--- src/rtl/chacha_ram_pkg.sv ---
// Shared constants and reader FSM encoding for the ChaCha20-Poly1305 RAM read path.
// Contents: default RAM word/address widths, keep-mask byte count, reader state enum.
package chacha_ram_pkg;

  localparam int unsigned D_WIDTH_DEF = 128;
  localparam int unsigned A_WIDTH_DEF = 3;
  localparam int unsigned KEEP_W_DEF  = D_WIDTH_DEF / 8;

  typedef enum logic [1:0] {
    ST_IDLE  = 2'd0,
    ST_RUN   = 2'd1,
    ST_DRAIN = 2'd2,
    ST_DONE  = 2'd3
  } rd_state_t;

endpackage

--- src/rtl/rd_skid_fifo.sv ---
// Two-entry skid FIFO between the RAM read port and the output stream.
// Optional feature macro: RAM_READER_KEEP_EN (adds keep payload).
// Ports:
//   clk, rst_n          clock, async active-low reset
//   i_push, i_data,     write side: word, last flag (+keep)
//   i_last, i_keep
//   i_pop               read side accept of the head entry
//   o_count             occupancy 0..2
//   o_valid, o_data,    head entry
//   o_last, o_keep
module rd_skid_fifo #(
  parameter int unsigned D_WIDTH = 128
`ifdef RAM_READER_KEEP_EN
  ,
  parameter int unsigned KEEP_W  = 16
`endif
) (
  input  logic               clk,
  input  logic               rst_n,
  input  logic               i_push,
  input  logic [D_WIDTH-1:0] i_data,
  input  logic               i_last,
`ifdef RAM_READER_KEEP_EN
  input  logic [KEEP_W-1:0]  i_keep,
  output logic [KEEP_W-1:0]  o_keep,
`endif
  input  logic               i_pop,
  output logic [1:0]         o_count,
  output logic               o_valid,
  output logic [D_WIDTH-1:0] o_data,
  output logic               o_last
);

  logic [D_WIDTH-1:0] r_data_mem [2];
  logic [1:0]         r_last_mem;
`ifdef RAM_READER_KEEP_EN
  logic [KEEP_W-1:0]  r_keep_mem [2];
`endif
  logic               r_wr_ptr;
  logic               r_rd_ptr;
  logic [1:0]         r_count;
  logic               w_push;
  logic               w_pop;

  // A push into a full FIFO is only allowed when the head leaves the same cycle.
  assign w_pop  = i_pop && (r_count != 2'd0);
  assign w_push = i_push && ((r_count != 2'd2) || w_pop);

  // Storage and pointers.
  always_ff @(posedge clk or negedge rst_n) begin
    if (!rst_n) begin
      for (int i = 0; i < 2; i++) begin
        r_data_mem[i] <= '0;
`ifdef RAM_READER_KEEP_EN
        r_keep_mem[i] <= '0;
`endif
      end
      r_last_mem <= '0;
      r_wr_ptr   <= 1'b0;
      r_rd_ptr   <= 1'b0;
      r_count    <= 2'd0;
    end else begin
      if (w_push) begin
        r_data_mem[r_wr_ptr] <= i_data;
        r_last_mem[r_wr_ptr] <= i_last;
`ifdef RAM_READER_KEEP_EN
        r_keep_mem[r_wr_ptr] <= i_keep;
`endif
        r_wr_ptr <= ~r_wr_ptr;
      end
      if (w_pop) begin
        r_rd_ptr <= ~r_rd_ptr;
      end
      r_count <= 2'(r_count + 2'(w_push) - 2'(w_pop));
    end
  end

  assign o_count = r_count;
  assign o_valid = (r_count != 2'd0);
  assign o_data  = r_data_mem[r_rd_ptr];
  assign o_last  = r_last_mem[r_rd_ptr];
`ifdef RAM_READER_KEEP_EN
  assign o_keep  = r_keep_mem[r_rd_ptr];
`endif

endmodule

--- src/rtl/ram_stream_reader.sv ---
// Read-side controller: streams a run of consecutive RAM words as valid/ready.
// Optional feature macro: RAM_READER_KEEP_EN (adds last_bytes input, m_keep output).
// Ports:
//   clk, rst_n                 clock (also the RAM read clock), async active-low reset
//   start, start_addr, len     run command, sampled only in IDLE
//   busy, done                 run status, done is a one-cycle pulse
//   r_en, r_addr, r_data       RAM read port (data one cycle after r_en)
//   m_valid, m_ready, m_data,  output stream
//   m_last (, m_keep)
module ram_stream_reader
  import chacha_ram_pkg::*;
#(
  parameter int unsigned D_WIDTH = D_WIDTH_DEF,
  parameter int unsigned A_WIDTH = A_WIDTH_DEF
) (
  input  logic                         clk,
  input  logic                         rst_n,
  input  logic                         start,
  input  logic [A_WIDTH-1:0]           start_addr,
  input  logic [A_WIDTH:0]             len,
`ifdef RAM_READER_KEEP_EN
  input  logic [$clog2(D_WIDTH/8):0]   last_bytes,
  output logic [D_WIDTH/8-1:0]         m_keep,
`endif
  output logic                         busy,
  output logic                         done,
  output logic                         r_en,
  output logic [A_WIDTH-1:0]           r_addr,
  input  logic [D_WIDTH-1:0]           r_data,
  output logic                         m_valid,
  input  logic                         m_ready,
  output logic [D_WIDTH-1:0]           m_data,
  output logic                         m_last
);

  localparam int unsigned DEPTH = 2 ** A_WIDTH;
  localparam int unsigned LEN_W = A_WIDTH + 1;
`ifdef RAM_READER_KEEP_EN
  localparam int unsigned KEEP_W = D_WIDTH / 8;
  localparam int unsigned LB_W   = $clog2(KEEP_W) + 1;
`endif

  rd_state_t          r_state;
  logic               r_busy;
  logic               r_done;
  logic [A_WIDTH-1:0] r_rd_addr;
  logic [LEN_W-1:0]   r_len;
  logic [LEN_W-1:0]   r_issued;
  logic               r_pend;
  logic               r_pend_last;
`ifdef RAM_READER_KEEP_EN
  logic [LB_W-1:0]    r_last_bytes;
  logic [KEEP_W-1:0]  w_last_mask;
  logic [KEEP_W-1:0]  w_keep_in;
`endif
  logic [LEN_W-1:0]   w_len_clamp;
  logic [1:0]         w_fifo_count;
  logic               w_pop;
  logic               w_room;
  logic               w_last_issue;
  logic               w_drain_empty;

  assign w_len_clamp = (len > LEN_W'(DEPTH)) ? LEN_W'(DEPTH) : len;
  assign w_pop       = m_valid && m_ready;

  // Issue only if the word still fits once everything in flight has landed.
  assign w_room       = ({1'b0, w_fifo_count} + {2'b0, r_pend}) < (3'd2 + {2'b0, w_pop});
  assign r_en         = (r_state == ST_RUN) && (r_issued != r_len) && w_room;
  assign w_last_issue = (LEN_W'(r_issued + 1'b1) == r_len);

  // Buffer will be empty after this cycle with nothing left in flight.
  assign w_drain_empty = !r_pend &&
                         ((w_fifo_count == 2'd0) || ((w_fifo_count == 2'd1) && w_pop));

  // Reader FSM, address/issue counters and read-pending tracking.
  always_ff @(posedge clk or negedge rst_n) begin
    if (!rst_n) begin
      r_state      <= ST_IDLE;
      r_busy       <= 1'b0;
      r_done       <= 1'b0;
      r_rd_addr    <= '0;
      r_len        <= '0;
      r_issued     <= '0;
      r_pend       <= 1'b0;
      r_pend_last  <= 1'b0;
`ifdef RAM_READER_KEEP_EN
      r_last_bytes <= '0;
`endif
    end else begin
      r_pend      <= r_en;
      r_pend_last <= r_en && w_last_issue;
      if (r_en) begin
        r_rd_addr <= A_WIDTH'(r_rd_addr + 1'b1);
        r_issued  <= LEN_W'(r_issued + 1'b1);
      end
      case (r_state)
        ST_IDLE: begin
          if (start) begin
            if (w_len_clamp == '0) begin
              r_state <= ST_DONE;
              r_done  <= 1'b1;
            end else begin
              r_state   <= ST_RUN;
              r_busy    <= 1'b1;
              r_rd_addr <= start_addr;
              r_len     <= w_len_clamp;
              r_issued  <= '0;
`ifdef RAM_READER_KEEP_EN
              r_last_bytes <= ((last_bytes == '0) || (last_bytes > LB_W'(KEEP_W))) ?
                              LB_W'(KEEP_W) : last_bytes;
`endif
            end
          end
        end
        ST_RUN: begin
          if (r_en && w_last_issue) begin
            r_state <= ST_DRAIN;
          end
        end
        ST_DRAIN: begin
          if (w_drain_empty) begin
            r_state <= ST_DONE;
            r_busy  <= 1'b0;
            r_done  <= 1'b1;
          end
        end
        ST_DONE: begin
          r_state <= ST_IDLE;
          r_done  <= 1'b0;
        end
        default: begin
          r_state <= ST_IDLE;
        end
      endcase
    end
  end

`ifdef RAM_READER_KEEP_EN
  // Low last_bytes lanes are valid on the final word; full words elsewhere.
  always_comb begin
    w_last_mask = '0;
    for (int i = 0; i < int'(KEEP_W); i++) begin
      w_last_mask[i] = (LB_W'(i) < r_last_bytes);
    end
  end
  assign w_keep_in = r_pend_last ? w_last_mask : '1;
`endif

  // r_data is only sampled on the cycle after a read, never while the bus idles.
  rd_skid_fifo #(
    .D_WIDTH (D_WIDTH)
`ifdef RAM_READER_KEEP_EN
    ,
    .KEEP_W  (KEEP_W)
`endif
  ) u_fifo (
    .clk     (clk),
    .rst_n   (rst_n),
    .i_push  (r_pend),
    .i_data  (r_data),
    .i_last  (r_pend_last),
`ifdef RAM_READER_KEEP_EN
    .i_keep  (w_keep_in),
    .o_keep  (m_keep),
`endif
    .i_pop   (w_pop),
    .o_count (w_fifo_count),
    .o_valid (m_valid),
    .o_data  (m_data),
    .o_last  (m_last)
  );

  assign busy   = r_busy;
  assign done   = r_done;
  assign r_addr = r_rd_addr;

endmodule

--- config.mk ---
export PLATFORM = sky130hd
export DESIGN_NAME = ram_stream_reader
export DESIGN_NICKNAME = d
export VERILOG_FILES = /design/src/rtl/chacha_ram_pkg.sv /design/src/rtl/rd_skid_fifo.sv /design/src/rtl/ram_stream_reader.sv
export SDC_FILE = /design/constraint.sdc
export NUM_CORES = 1
export LEC_CHECK = 0
export ABC_AREA = 1
export CAP_MARGIN = 20
export CORE_ASPECT_RATIO = 0.6
export CORE_MARGIN = 5
export CORE_UTILIZATION = 29
export CTS_BUF_LIST = sky130_fd_sc_hd__clkbuf_16
export DETAILED_ROUTE_END_ITERATION = 6
export SLEW_MARGIN = 0
export SYNTH_ARGS = -nofsm -noshare
export SYNTH_HDL_FRONTEND = slang
export SYNTH_SLANG_ARGS = --single-unit
--- constraint.sdc ---
create_clock -name clk -period 1.9 [get_ports clk]
set_input_delay 0.38 -clock clk [delete_from_list [all_inputs] [get_ports clk]]
set_output_delay 0.38 -clock clk [all_outputs]
set_load 0.1 [all_outputs]
==> results of run 1 <==
-- worst max-delay path: cells and delay by family, from the launching register on --
kind / cells / cell delay, ps
AND/OR/NAND/NOR: 2 / 180
buffers and inverters: 3 / 520
flip-flops: 1 / 550
-- logic make-up after synthesis --
family	after synthesis	share of synthesized area, %
simple gates	726	21.6
compound gates	276	13.6
fa+ha+maj	10	0.978
flops	279	54.6
buf+inv	248	8.92
xor+xnor	5	0.342
-- cell type report --
| cell class | count | area (µm²) |
|---|---|---|
| multi-input combinational | 1017 | 5120 |
| inverter | 162 | 623 |
| clock inverter | 25 | 184 |
| tap | 579 | 724 |
| timing repair buffer | 341 | 5010 |
| sequential | 279 | 6990 |
| fill | 4166 | 24100 |
| clock buffer | 29 | 726 |
-- stage by stage --
stage                     worst slack (ps)  util (%)  cell area [µm²]
after detailed placement              -128      41.4            18000
final                                 -330      44.6            19400
after global routing                  -412      44.6            19400
after global placement               -91.7      41.4            18000
after floorplan                       24.3         -            13100
after CTS                             -417      44.4            19300
-- per-layer routing --
| metal | GRT usage, % | vias up |
|---|---|---|
| met5 | 0 | - |
| met4 | 3.40 | 0 |
| met1 | 22.1 | 5209 |
| met3 | 3.25 | 53 |
| li1 | - | 5332 |
| met2 | 24.1 | 253 |
-- layout by cell type, fill, tap and decap left out, drive strengths merged --
master,n
clkbuf,31
o21ai,266
xor2,4
nand2,699
clkdlybuf4s50,137
dlygate4sd3,1
a22oi,1
or2,3
xnor2,1
o211ai,1
nand3,13
ha,10
bufinv,2
o21a,1
a211oi,1
inv,170
nor2,11
a21oi,3
o22ai,3
clkinv,13
clkinvlp,2
buf,201
dfrtp,279
-- worst max path at each step --
stage | start | endpoint | slack [ps] | depth (start not counted)
after floorplan | u_fifo.r_rd_ptr | m_data[0] | 20 | 5
after global placement | m_ready | u_fifo.r_data_mem[171] | -90 | 8
after detailed placement | m_ready | u_fifo.r_data_mem[181] | -130 | 8
after CTS | u_fifo.r_rd_ptr | m_data[65] | -420 | 6
after global routing | u_fifo.r_rd_ptr | m_data[99] | -410 | 5
final | u_fifo.r_rd_ptr | m_data[42] | -330 | 5
-- registers in the layout, summed over array words and instances, names as in the netlist --
name and count:
r_pend 1, u_fifo.o_count 2, r_len 4, r_issued 4
u_fifo.r_wr_ptr 1, u_fifo.r_data_mem 256, r_addr 3, r_state 2
u_fifo.r_rd_ptr 1, done 1, busy 1, r_pend_last 1
u_fifo.r_last_mem 2
-- timing repair --
action	4_1_cts	5_1_grt
endpoints found under the setup margin	130	134
hold buffers	1	0
endpoints found under the hold margin	31	0
buffers inserted	7	4
gates resized for setup	42	26
pin swaps	2	4
cloned	5	2
==> flow_summary.ini, run 1 <==
[status]
status = finished with violations
violations = negative setup slack

[die]
die_x_um = 281
die_h_um = 173
die_area_um2 = 48500
fp-row-count = 59
core_um2 = 43500
start_util_pct = 29.4
ios = 275

[yosys]
synth_edf_count = 0
synth_seq_cells = 279
synth_most_common_cell = nand2_1
netlist_instances = 1544
async_flop_share_pct = 100
syn_nets = 1693
synth_cell_types = 28
ys_top_cells_by_count = nand2_1, dfrtp_1, inv_1, o21ai_0, o21ai_2
seq_area_frac_synth_pct = 54.6
syn_area_um2 = 12800
yosysTopAreaCell = dfrtp_1
yosys-top-cells-area = dfrtp_1, nand2_1, o21ai_2, o21ai_0, inv_1
yosysWarnings = 0
syn_area_per_cell_um2 = 8.28
synth-main-ff-cell = dfrtp_1
yosysTopAreaCellShare_pct = 54.6

[sta]
relSlewSlack_pct = 71.4
whs_ps = 322
hold_violations = 0
min_period_over_period_pct = 117
fin_ws_ps = -330
fin_skew_ps = 17.2
worst_pin_slew_ps = 429
setup_viol = 131
timing.setup.tns_ps = -36320
timing.fmax_ghz = 0.448
fin_crit_ps = 2230
slew_viol_final = 0
rsz0062_at_grt = true

[global_route]
antenna_found_initial = 0
grt.overflow.total = 0
grt_pass1_vias = 11000
grt_max_degree = 70
grt_use_total_pct = 15.4
grt_pass1_wl_um = 61100

[setup_path]
max_stage_delay_ps = 550
worst-endpoint-arrival_ps = 1850
reg2reg_from = u_fifo.o_count[0]
crit_required_ps = 1520
crit_path_start_kind = flop
worstRegToRegCells = 11
path_class = reg2out
crit_slowest_cell = dfrtp_4
timing.reg2reg.setup_slack_ps = 60
critPathMaxFanout = 24
path_cells = buf_8 > buf_16 > nand2_1 > nand2_2 > buf_12
r2r_end = r_addr[0]
end_kind = output pin

[detailed_routing]
wl_met2_um = 17200
wl_met1_um = 17800
wire_per_inst_um = 15.6
dr.pass1.iters = 5
wl_um = 38000
drc_errors = 0
vias = 10800
vias_per_cell = 4.46
wl_met3_um = 2070
postRouteAntennaNets = 0
drt-initial-drc-count = 646
top_layer = met4

[clocking]
clockRootBuffer = clkbuf_16
clkSinkCount = 279
cts_buffer_depth = 3
clk-insertion-delay-late_ps = 570
clkTransAtPathRegs_ps = 60
htree_levels = 1
cts_tree = built
cts_buffers = 29

[placement]
place_inst = 2363
portBuffers = 274
gp_congestion = 0.778
dpl.hpwl_um = 25600

[finish]
drive_above_1_share_pct = 27.0
instances_no_fill = 2432
syn2layout_area_growth_pct = 51.5
antenna_cells = 0
fin_nets = 1979

[worst_hold_path]
hold_class = in2async

[run]
max_cap_violations = 0
Power of run 1 is left out: the tool's default activity adds up to more than one toggle a clock period on the data nets, which glitch-free logic cannot reach.
==> run 2, diff against run 1 <==
--- a/config.mk
+++ b/config.mk
@@ -8,7 +8,6 @@
 export ABC_AREA = 1
 export CAP_MARGIN = 20
 export CORE_ASPECT_RATIO = 0.6
-export CORE_MARGIN = 5
 export CORE_UTILIZATION = 29
 export CTS_BUF_LIST = sky130_fd_sc_hd__clkbuf_16
 export DETAILED_ROUTE_END_ITERATION = 6
==> run 2 against run 1 <==
Net effect: the run still ends with negative setup slack left; largest cell class unchanged; critical endpoint is now m_data[85]; sequential cell count unchanged; global-route usage increased by 1.2 points; setup slack lost 33 ps; hold slack worse by 12 ps.
==> flow_summary.ini, run 2 (synthesis gave the netlist of run 1 again) <==
[finish]
regMostFlops = u_fifo.r_data_mem
antenna_cells = 0
final_common_cell = nand2_1
syn2layout_area_growth_pct = 58.6
layout_common_cells = nand2_1, dfrtp_1, inv_1, buf_12, o21ai_0
largest_reg_flops = 256
drive_above_1_share_pct = 29.9
top_regs = u_fifo.r_data_mem x256, r_issued x4, r_len x4
fin_nets = 1991

[global_route]
grt_use_total_pct = 16.6
grt.overflow.total = 0
grt_pass1_wl_um = 58600
grt_pass1_vias = 10500
grt_max_degree = 74
antenna_found_initial = 1

[clocking]
clkTransAtPathRegs_ps = 60
clk-insertion-delay-late_ps = 560
cts_buffer_depth = 3
cts_buffers = 29
htree_levels = 1
clkSinkCount = 279
cts_tree = built
clockRootBuffer = clkbuf_16

[setup_path]
crit_path_start_kind = flop
crit_slowest_cell = dfrtp_4
crit_end = m_data[85]
path_class = reg2out
reg2reg_from = r_pend
crit_required_ps = 1520
timing.reg2reg.setup_slack_ps = 110
max_stage_delay_ps = 550
critPathMaxFanout = 16
end_kind = output pin
crit_start = u_fifo.r_rd_ptr
path_cells = buf_4 > clkbuf_16 > nand2_1 > nand2_2 > buf_12
worstRegToRegCells = 10
worst-endpoint-arrival_ps = 1880
r2r_end = r_addr[0]

[status]
violations = negative setup slack
status = finished with violations

[die]
die_x_um = 273
start_util_pct = 29.5
core_um2 = 43400
die_h_um = 165
die_area_um2 = 45000
ios = 275
fp-row-count = 59

[detailed_routing]
wl_um = 39000
drt-initial-drc-count = 760
drc_errors = 0
vias = 10900
dr.pass1.iters = 7
wire_per_inst_um = 16.0
postRouteAntennaNets = 0
vias_per_cell = 4.47

[run]
max_cap_violations = 0

[placement]
portBuffers = 274
gp_congestion = 0.761
dpl.hpwl_um = 23700

[sta]
fin_skew_ps = 18.9
whs_ps = 310
setup_viol = 130
rsz0062_at_grt = true
timing.fmax_ghz = 0.442
slew_viol_final = 0
fin_crit_ps = 2260
min_period_over_period_pct = 119
worst_pin_slew_ps = 377
relSlewSlack_pct = 74.8
hold_violations = 0
fin_ws_ps = -363

[worst_hold_path]
hold_class = in2async
[run 2: worst max-delay path: cells and delay by family (launching register included)]
kind	cells	cell delay, ps
flip-flops	1	550
buffers and inverters	3	580
AND/OR/NAND/NOR	2	180
[run 2: how the worst min path moves through the flow]
stage / startpoint / endpoint / cells after the start
after global routing: rst_n / u_fifo.r_data_mem[228] / 2
after global placement: rst_n / u_fifo.r_data_mem[142] / 1
after floorplan: rst_n / busy / 0
after detailed placement: rst_n / u_fifo.r_data_mem[13] / 1
after CTS: rst_n / u_fifo.r_data_mem[228] / 2
final: rst_n / u_fifo.r_data_mem[144] / 2
[run 2: cell type report]
cell class,instances,area [µm²]
Clock buffer,29,726
Clock inverter,25,215
Fill cell,4010,23100
Inverter,162,621
Multi-Input combinational cell,1017,5670
Sequential cell,279,6990
Tap cell,579,724
Timing Repair Buffer,353,5340
[run 2: through the flow]
stage	setup WS [ps]	cells	utilization, %	setup TNS [ps]	area (µm²)
2_1_floorplan	24.3	1544	-	0	13100
3_3_place_gp	-126	2356	41.4	-9760	18000
3_5_place_dp	-160	2356	41.4	-12750	18000
4_1_cts	-417	2433	45.0	-47510	19500
5_1_grt	-429	2444	46.7	-49930	20300
6_report	-363	2444	46.7	-41140	20300
[run 2: routing by layer]
layer	GRT usage, %	vias to the layer above	part of all wire (%)
li1	-	5351	-
met1	24.8	5282	50
met2	25.1	240	44
met3	2.98	39	4.5
met4	2.97	2	1.5
met5	0	-	0.044
[run 2: timing repair]
action / CTS / global route
endpoints found under the setup margin: 130 / 135
resized for setup: 63 / 145
pin swaps: 11 / 47
hold buffers: 1 / 0
setup buffers: 12 / 4
endpoints found under the hold margin: 26 / 0
gates cloned: 10 / 8
Power of run 2 is left out for the same reason.
